### src/rtl/ethernet_ingress_buffer.sv
// ethernet_ingress_buffer: store-and-forward ingress FIFO with framing/length/destination checks
module ethernet_ingress_buffer #(
  parameter int          DEPTH         = 64,
  parameter int          MAX_PKT_WORDS = 32,
  parameter int          MIN_PKT_WORDS = 2,
  parameter logic [15:0] PORTA_ADDR    = 16'h00AA,
  parameter logic [15:0] PORTB_ADDR    = 16'h00BB,
  parameter int          STALL_THRESH  = 32,
  parameter int          CNT_W         = 16
) (
  input  logic             clk,
  input  logic             reset,
  input  logic [31:0]      inData,
  input  logic             inSop,
  input  logic             inEop,
  output logic             portStall,
  output logic [31:0]      outData,
  output logic             outSop,
  output logic             outEop,
  output logic             outValid,
  input  logic             outReady,
  output logic             outDest,
  output logic [CNT_W-1:0] pktCnt,
  output logic [CNT_W-1:0] dropCnt
);
  localparam int AW = $clog2(DEPTH);
  localparam int PW = AW + 1;
  localparam int LW = $clog2(MAX_PKT_WORDS + 1);

  typedef enum logic [1:0] {IDLE, RECV, DROP} state_t;

  state_t          state, nxt_state;
  logic [PW-1:0]   wr, cm, rd, nxt_wr, nxt_cm, base, free, free_b;
  logic [LW-1:0]   len, nxt_len;
  logic            bad, nxt_bad, we, pkt_inc, dest_ok, load;
  logic [1:0]      drop_inc;
  logic [CNT_W:0]  drop_sum;
  logic [33:0]     mem [DEPTH];
  logic [33:0]     head;

  // A re-SOP inside RECV rewinds to the commit pointer before the new header is written
  assign base     = (state == RECV && inSop) ? cm : wr;
  assign dest_ok  = inData[31:16] == PORTA_ADDR || inData[31:16] == PORTB_ADDR;
  assign free     = PW'(DEPTH) - (wr - rd);
  assign free_b   = PW'(DEPTH) - (base - rd);
  assign head     = mem[rd[AW-1:0]];
  assign load     = (!outValid || outReady) && rd != cm;
  assign drop_sum = {1'b0, dropCnt} + (CNT_W+1)'(drop_inc);

  always_comb begin
    nxt_state = state;
    nxt_wr    = wr;
    nxt_cm    = cm;
    nxt_len   = len;
    nxt_bad   = bad;
    we        = 1'b0;
    pkt_inc   = 1'b0;
    drop_inc  = 2'd0;
    if (state == RECV && !inSop) begin
      if (free == '0 || len >= LW'(MAX_PKT_WORDS)) begin
        nxt_wr    = cm;
        drop_inc  = 2'd1;
        nxt_bad   = 1'b0;
        nxt_state = inEop ? IDLE : DROP;
      end else begin
        we      = 1'b1;
        nxt_wr  = wr + PW'(1);
        nxt_len = len + LW'(1);
        if (inEop) begin
          nxt_state = IDLE;
          if (len >= LW'(MIN_PKT_WORDS - 1)) begin
            nxt_cm  = wr + PW'(1);
            pkt_inc = 1'b1;
          end else begin
            nxt_wr   = cm;
            drop_inc = 2'd1;
          end
        end
      end
    end else if (state == DROP && !inSop) begin
      if (inEop) begin
        nxt_state = IDLE;
        drop_inc  = {1'b0, bad};
      end
    end else if (inSop) begin
      drop_inc = {1'b0, state == RECV};
      nxt_wr   = base;
      if (inEop) begin
        drop_inc  = drop_inc + 2'd1;
        nxt_state = IDLE;
      end else if (!dest_ok) begin
        nxt_state = DROP;
        nxt_bad   = 1'b1;
      end else if (free_b == '0) begin
        drop_inc  = drop_inc + 2'd1;
        nxt_state = DROP;
        nxt_bad   = 1'b0;
      end else begin
        we        = 1'b1;
        nxt_wr    = base + PW'(1);
        nxt_len   = LW'(1);
        nxt_state = RECV;
      end
    end
  end

  always_ff @(posedge clk)
    if (we) mem[base[AW-1:0]] <= {inSop, inEop, inData};

  always_ff @(posedge clk or negedge reset) begin
    if (!reset) begin
      state     <= IDLE;
      wr        <= '0;
      cm        <= '0;
      rd        <= '0;
      len       <= '0;
      bad       <= 1'b0;
      portStall <= 1'b0;
      outData   <= '0;
      outSop    <= 1'b0;
      outEop    <= 1'b0;
      outValid  <= 1'b0;
      outDest   <= 1'b0;
      pktCnt    <= '0;
      dropCnt   <= '0;
    end else begin
      state     <= nxt_state;
      wr        <= nxt_wr;
      cm        <= nxt_cm;
      len       <= nxt_len;
      bad       <= nxt_bad;
      portStall <= free < PW'(STALL_THRESH);
      pktCnt    <= pktCnt + CNT_W'(pkt_inc && pktCnt != '1);
      dropCnt   <= drop_sum[CNT_W] ? '1 : drop_sum[CNT_W-1:0];
      if (load) begin
        rd                        <= rd + PW'(1);
        outValid                  <= 1'b1;
        {outSop, outEop, outData} <= head;
        if (head[33]) outDest <= head[31:16] == PORTB_ADDR;
      end else if (outReady) begin
        outValid <= 1'b0;
      end
    end
  end
endmodule

### config.mk
export PLATFORM = sky130hd
export DESIGN_NAME = ethernet_ingress_buffer
export DESIGN_NICKNAME = d
export VERILOG_FILES = /design/src/rtl/ethernet_ingress_buffer.sv
export SDC_FILE = /design/constraint.sdc
export NUM_CORES = 2
export LEC_CHECK = 0
export CAP_MARGIN = 20
export CORE_MARGIN = 3
export CORE_UTILIZATION = 67
export DETAILED_ROUTE_END_ITERATION = 10
export PLACE_DENSITY = 0.87
export SLEW_MARGIN = 20
export SYNTH_ARGS = -nofsm -noshare
export SYNTH_HDL_FRONTEND = slang
export SYNTH_SLANG_ARGS = --single-unit
### constraint.sdc
create_clock -name clk -period 17 [get_ports clk]
set_input_delay 4.25 -clock clk [delete_from_list [all_inputs] [get_ports clk]]
set_output_delay 4.25 -clock clk [all_outputs]
set_load 0.01 [all_outputs]
Yosys cells after proc, flatten, opt, wreduce, memory -nomap -nowiden
Memory sizes are Yosys's and may differ from the RTL's.
Index checks and enable logic that the tools add are counted.
{"block": "word_totals", "mem_count": 1, "mem_bits_rw": 2176, "word_cells": 123, "regBits": 99}
{"name": "mem", "words": 64, "word_bits": 34, "rd": 1, "rd_clocked_by_memory_dff": 0, "wr": 1, "line_no": "38", "rtl": "logic [33:0] mem [DEPTH];"}
{"block": "op_classes", "eq_ne": 13, "muxes": 59, "reduce_logical": 21, "magnitude_cmp": 3, "bitwise_logic": 1, "n_addsub": 11}
{"op": "$mux W7", "n": 10}
{"op": "$eq A16 B8 Y1 const B", "n": 3}
{"op": "$mux W6", "n": 7}
{"op": "$mux W2", "n": 15}
{"op": "$mux W1", "n": 26}
{"op": "$add A7 B1 Y7 const B", "n": 3}
{"op": "$add A16 B2 Y17", "n": 1}
{"op": "$add A16 B1 Y16", "n": 1}
{"op": "$mux W16", "n": 1}
{"op": "$ne A16 B16 Y1 const B", "n": 1}
{"op": "$logic_not A7 Y1", "n": 2}
{"op": "$sub A7 B7 Y7", "n": 2}
{"op": "$sub A7 B7 Y7 const A", "n": 2}
{"op": "$lt A7 B6 Y1 const B", "n": 1}
{"op": "$ne A7 B7 Y1", "n": 1}
{"op": "$add A6 B1 Y6 const B", "n": 1}
{"op": "$ge A6 B1 Y1 const B", "n": 1}
{"op": "$ge A6 B6 Y1 const B", "n": 1}
{"op": "$ne A2 B2 Y1 const B", "n": 3}
{"op": "$reduce_and A6 Y1", "n": 1}
{"op": "$reduce_bool A2 Y1", "n": 3}
{"op": "$logic_and A1 B1 Y1", "n": 5}
{"op": "$reduce_and A5 Y1", "n": 1}
{"op": "$ne A2 B1 Y1 const B", "n": 2}
{"op": "10 further kinds", "n": 14}

Depth between registers and ports, before layout
{"block": "depth", "word_depth": 14, "ltp_mapped": 30, "mapped_depth_nobuf": 28}

Least setup slack after synthesis
No wires, ideal clock.
{"block": "synth_path", "path_kind": "input-to-reg", "from": "input inSop", "to": "memory mem[0][0], enable pin", "n_path_buf": 2, "arrival_ns": 8.937, "required_ns": 16.575, "setup_time_ns": 0.425, "cell_stages": 14, "setup_slack_ns": 7.638, "path_cell_list": "nand2_2 -> buf_4 -> mux2i_2 -> xnor2_1 -> inv_1 -> fa_1 -> nor2b_1 -> o21ai_0 -> o22ai_1 -> and3_1 -> buf_1 -> a211oi_4 -> o211ai_4 -> nor2_1"}
{"block": "synth_between", "elab_chain_len": 13}
{"item": "from (decl)", "line_no": "14", "rtl": "input logic inSop,"}
{"item": "$logic_and A1 B1 Y1", "line_no": "42", "rtl": "assign base = (state == RECV && inSop) ? cm : wr;"}
{"item": "$mux W7", "line_no": "42"}
{"item": "$sub A7 B7 Y7 (2 in series)", "line_no": "45", "rtl": "assign free_b = PW'(DEPTH) - (base - rd);"}
{"item": "$logic_not A7 Y1", "line_no": "94", "rtl": "end else if (free_b == '0) begin"}
{"item": "$mux W1", "line_no": "94"}
{"item": "$mux W1", "line_no": "91", "rtl": "end else if (!dest_ok) begin"}
{"item": "$mux W1", "line_no": "88", "rtl": "if (inEop) begin"}
{"item": "$mux W1", "line_no": "85", "rtl": "end else if (inSop) begin"}
{"item": "$mux W1", "line_no": "80", "rtl": "end else if (state == DROP && !inSop) begin"}
{"item": "$mux W1", "line_no": "59", "rtl": "if (state == RECV && !inSop) begin"}
{"item": "$mux W1", "line_no": "108", "rtl": "if (we) mem[base[AW-1:0]] <= {inSop, inEop, inData};"}
{"item": "$mux W1 (not written as such)", "line_no": "108"}
{"item": "to (decl)", "line_no": "38"}
Several ways; a longest one is shown, not always the timed one.

Worst setup path after layout
{"block": "layout_path", "from": "input inSop", "to": "register dropCnt[3]"}
{"block": "layout_between", "elab_chain_len": 13}
{"item": "$logic_and A1 B1 Y1", "line_no": "42"}
{"item": "$mux W7", "line_no": "42"}
{"item": "$sub A7 B7 Y7 (2 in series)", "line_no": "45"}
{"item": "$logic_not A7 Y1", "line_no": "94"}
{"item": "$mux W2", "line_no": "94"}
{"item": "$mux W2", "line_no": "91"}
{"item": "$mux W2", "line_no": "88"}
{"item": "$mux W2", "line_no": "85"}
{"item": "$mux W2", "line_no": "80"}
{"item": "$mux W2 *", "line_no": "59"}
{"item": "$add A16 B2 Y17 *", "line_no": "48", "rtl": "assign drop_sum = {1'b0, dropCnt} + (CNT_W+1)'(drop_inc);"}
{"item": "$mux W16 *", "line_no": "134", "rtl": "dropCnt <= drop_sum[CNT_W] ? '1 : drop_sum[CNT_W-1:0];"}
{"item": "to (signal assigned)", "line_no": "134"}
{"item": "to (decl)", "line_no": "24", "rtl": "output logic [CNT_W-1:0] dropCnt"}
Mark *: on every way between the ends. The rest lies on a longest branch, timed or not.
A chain may end at the register's enable or synchronous reset.

==> impl_metrics.tcl <==
set metrics [dict create \
    fin_area_um2 98900 \
    cts_root_buf "clkbuf_16" \
    arrival_ns 10.73 \
    synth_edf_count 2176 \
    synthTopCellsByArea "edfxtp_1, mux4_2, dfrtp_1" \
    p_comb_frac 0.026 \
    cp_max_fo 80 \
    yosys_warnings 0 \
    max_freq_ghz 0.101 \
    ant_nets 0 \
    cpMaxStageDelayCell "mux2i_2" \
    numCtsBuffers 210 \
    r2r_start "state[1]$_DFFE_PN0P_" \
    synth.avg_cell_area_um2 22.2 \
    area_growth_pct 11.6 \
    vias 49052 \
    layout_setup_ws_ns 7.05 \
    synth-adder-area-share 0.00477 \
    synth_compound_area_frac 0.0213 \
    synth-simple-area-share 0.0229 \
    synth.yosys.seq_area_share 0.765 \
    grt_start_max_net_pins 110 \
    r2r_end "dropCnt[3]$_DFF_PN0_" \
    via_per_inst 7.91 \
    cts.sinks 2275 \
    grtUsageTotal 0.420 \
    wl_per_cell_um 45.0 \
    rrSetupSlack_ns 10.38 \
    cts_hold_buf 0 \
    yosys_most_used_dff "edfxtp_1" \
    die_y_um 370 \
    end_kind "register" \
    dpl.cell_count 5790 \
    path_delay_family "simple AND/OR/NAND/NOR gates" \
    placed_area_um2 92300 \
    drt-initial-drc-count 10591 \
    cp.depth 24 \
    synth_commonest_cells "edfxtp_1, mux4_2, nand2_1" \
    totalPowerFinal_mw 11.1 \
    finalSetupTns_ns 0 \
    crit_type "in -> reg" \
    clkTransAtPathRegs_ns 0.06 \
    insertion_delay_ns 0.89 \
    p_leak_nw 30.9 \
    syn_nets 4064 \
    die_area_um2 137000 \
    critical-path-max-stage-delay_ns 0.97 \
    drc 2 \
    period_needed_ns 9.95 \
    p_switching_mw 2.39 \
    post-cts-setup-buffer-count 0 \
    hp-class "reg -> reg" \
    whs_endpoint "outData[23]$_DFFE_PN0P_" \
    skew_ns 0.0492 \
    dp_slack_ns 6.35 \
    startpoint "inSop" \
    p_sw_frac 0.216 \
    reg2reg_depth 24 \
    nets 4337 \
    clockBufferDepth 3 \
    start_kind "input pin" \
    p_per_area_nw_per_um2 112 \
    cts_max_level 4 \
    antenna_found_initial 25 \
    min_from "outData[23]$_DFFE_PN0P_" \
    fp-row-count 132 \
    fill_cells 6082 \
    dp_hpwl_mm 144 \
    grt_overflow 0 \
    pwr-share-clk 0.416 \
    grt_pass1_vias 48220 \
    drv_slew 0 \
    globalplace.congestion 0.915 \
    firstDrtPassIters 11 \
    finalHoldViolCount 0 \
    period_share 0.585 \
    synth_mux_area_frac 0.166 \
    hold_depth 2 \
    routed_wl_mm 279 \
    synth_largest_area_cell "edfxtp_1" \
    synth.distinct_cells 81 \
    cp.required_ns 17.79 \
    path_cells "buf_2 -> buf_4 -> nand2_2 -> mux2i_2 -> xnor2_1 -> ha_1 -> a21o_1 -> a21oi_1 -> nand2_1 -> o22ai_1 -> and3_1 -> nand2_1 -> inv_1 -> ha_1 -> o21ai_0 -> a22o_1 -> a22oi_1 -> ha_1 -> inv_1 -> fa_1 -> nor2_1 -> and2_1 -> nand3_1 -> o21ai_0" \
    synth_xor_area_frac 0.00650 \
    path_buf_inv 4 \
    ys_ff_latch 2275 \
    die_x_um 370 \
    seq_power_share 0.558 \
    synth_top_family_by_area "multiplexers" \
    synthCells 3995 \
    grt_pass1_wl_mm 391 \
    slew_headroom 0.167 \
    ir_worst_vdd_mv 0.103 \
    initial_core_util 0.680 \
    synth_area_um2 88700 \
    violations "DRC" \
    worst_pin_slew_ns 1.24 \
    setup_viol 0 \
    holdWs_ns 0.472 \
    yosysTopAreaCellShare 0.737 \
    num_io_pins 106 \
    p_int_mw 8.69 \
    cts_resized 0 \
    synth.most_common_cell "edfxtp_1" \
    final_cell_count_no_fill 6201 \
    drive_above_1_share 0.277 \
    cts_tree "yes" \
    async_flop_share 0.0435 \
    core_um2 130000 \
    io_buffers 105 \
    cpMostUsedCell "ha_1" \
    rsz0062_at_grt "false" \
    status "finished with violations" \
    fin_util 0.758 \
    drv_cap 0 \
]
==> power by group through the flow <==
stage	Combinational, mW	Sequential [mW]	Clock [mW]
after floorplan	0.0657	6.31	0
after global placement	0.253	6.30	0
after detailed placement	0.268	6.30	0
after CTS	0.275	6.19	4.60
after global routing	0.297	6.19	4.80
final	0.283	6.19	4.61
==> worst max-delay path by stage <==
stage / end / slack, ns
after CTS: mem[30][21]$_DFFE_PP_ / 7.10
after global placement: mem[30][29]$_DFFE_PP_ / 6.52
after detailed placement: mem[30][21]$_DFFE_PP_ / 6.35
after global routing: dropCnt[3]$_DFF_PN0_ / 6.71
final: dropCnt[3]$_DFF_PN0_ / 7.05
after floorplan: mem[0][0]$_DFFE_PP_ / 7.64
==> kinds of logic (layout without fill, tap and decap cells) <==
logic type / Yosys count / after routing
other: 0 / 11
multiplexers: 695 / 695
buffers and inverters: 229 / 682
AO/OA/AOI/OAI: 259 / 259
adder cells (fa/ha/maj): 32 / 32
XOR/XNOR: 60 / 60
AND/OR/NAND/NOR: 445 / 445
flip-flops: 2275 / 2275
==> metal layers <==
| metal | routed length [um] | GRT usage | share of wire |
|---|---|---|---|
| met5 | 181 | 0.00107 | 0.00065 |
| met4 | 23800 | 0.260 | 0.085 |
| met3 | 45800 | 0.157 | 0.16 |
| met2 | 127000 | 0.625 | 0.46 |
| met1 | 82100 | 0.532 | 0.29 |
==> state kept, by name, indices dropped and copies added, names as in the netlist <==
signal	cells
mem	2176
outData	32
dropCnt	16
pktCnt	16
cm	7
rd	7
wr	7
len	6
state	2
bad	1
outDest	1
outEop	1
outSop	1
outValid	1
portStall	1
==> cell type report <==
cell class | count | area [um^2] | area share
repair buffers | 256 | 2110 | 0.0213
multi-input cells | 1491 | 20200 | 0.204
clock buffers | 262 | 5540 | 0.0560
well taps | 1742 | 2180 | 0.0220
clock inverters | 130 | 928 | 0.00938
inverters | 34 | 133 | 0.00134
diodes | 11 | 27.5 | 0.000278
flip-flops and latches | 2275 | 67800 | 0.686
==> tightest hold or removal path, delay by kind of cell, from the launching register on <==
family | cells | cell delay, ns
flops | 1 | 0.34
simple gates | 2 | 0.10
==> cells in the final DEF (no fill, tap or decap), types with 13 or more instances in the layout <==
cell,count
a211oi_1,13
a21oi_1,49
a221oi_1,17
a22oi_1,46
and3_1,16
buf_2,32
buf_4,142
clkbuf_1,46
clkbuf_16,213
clkdlybuf4s50_1,71
clkinv_1,46
clkinv_2,53
dfrtp_1,94
edfxtp_1,2176
ha_1,29
inv_1,27
mux2i_1,58
mux4_2,620
nand2_1,192
nand3_1,35
nor2_1,39
nor2_4,64
nor3_1,16
o21ai_0,47
xnor2_1,39
xor2_1,18
Power figures use the tool's default switching activity.
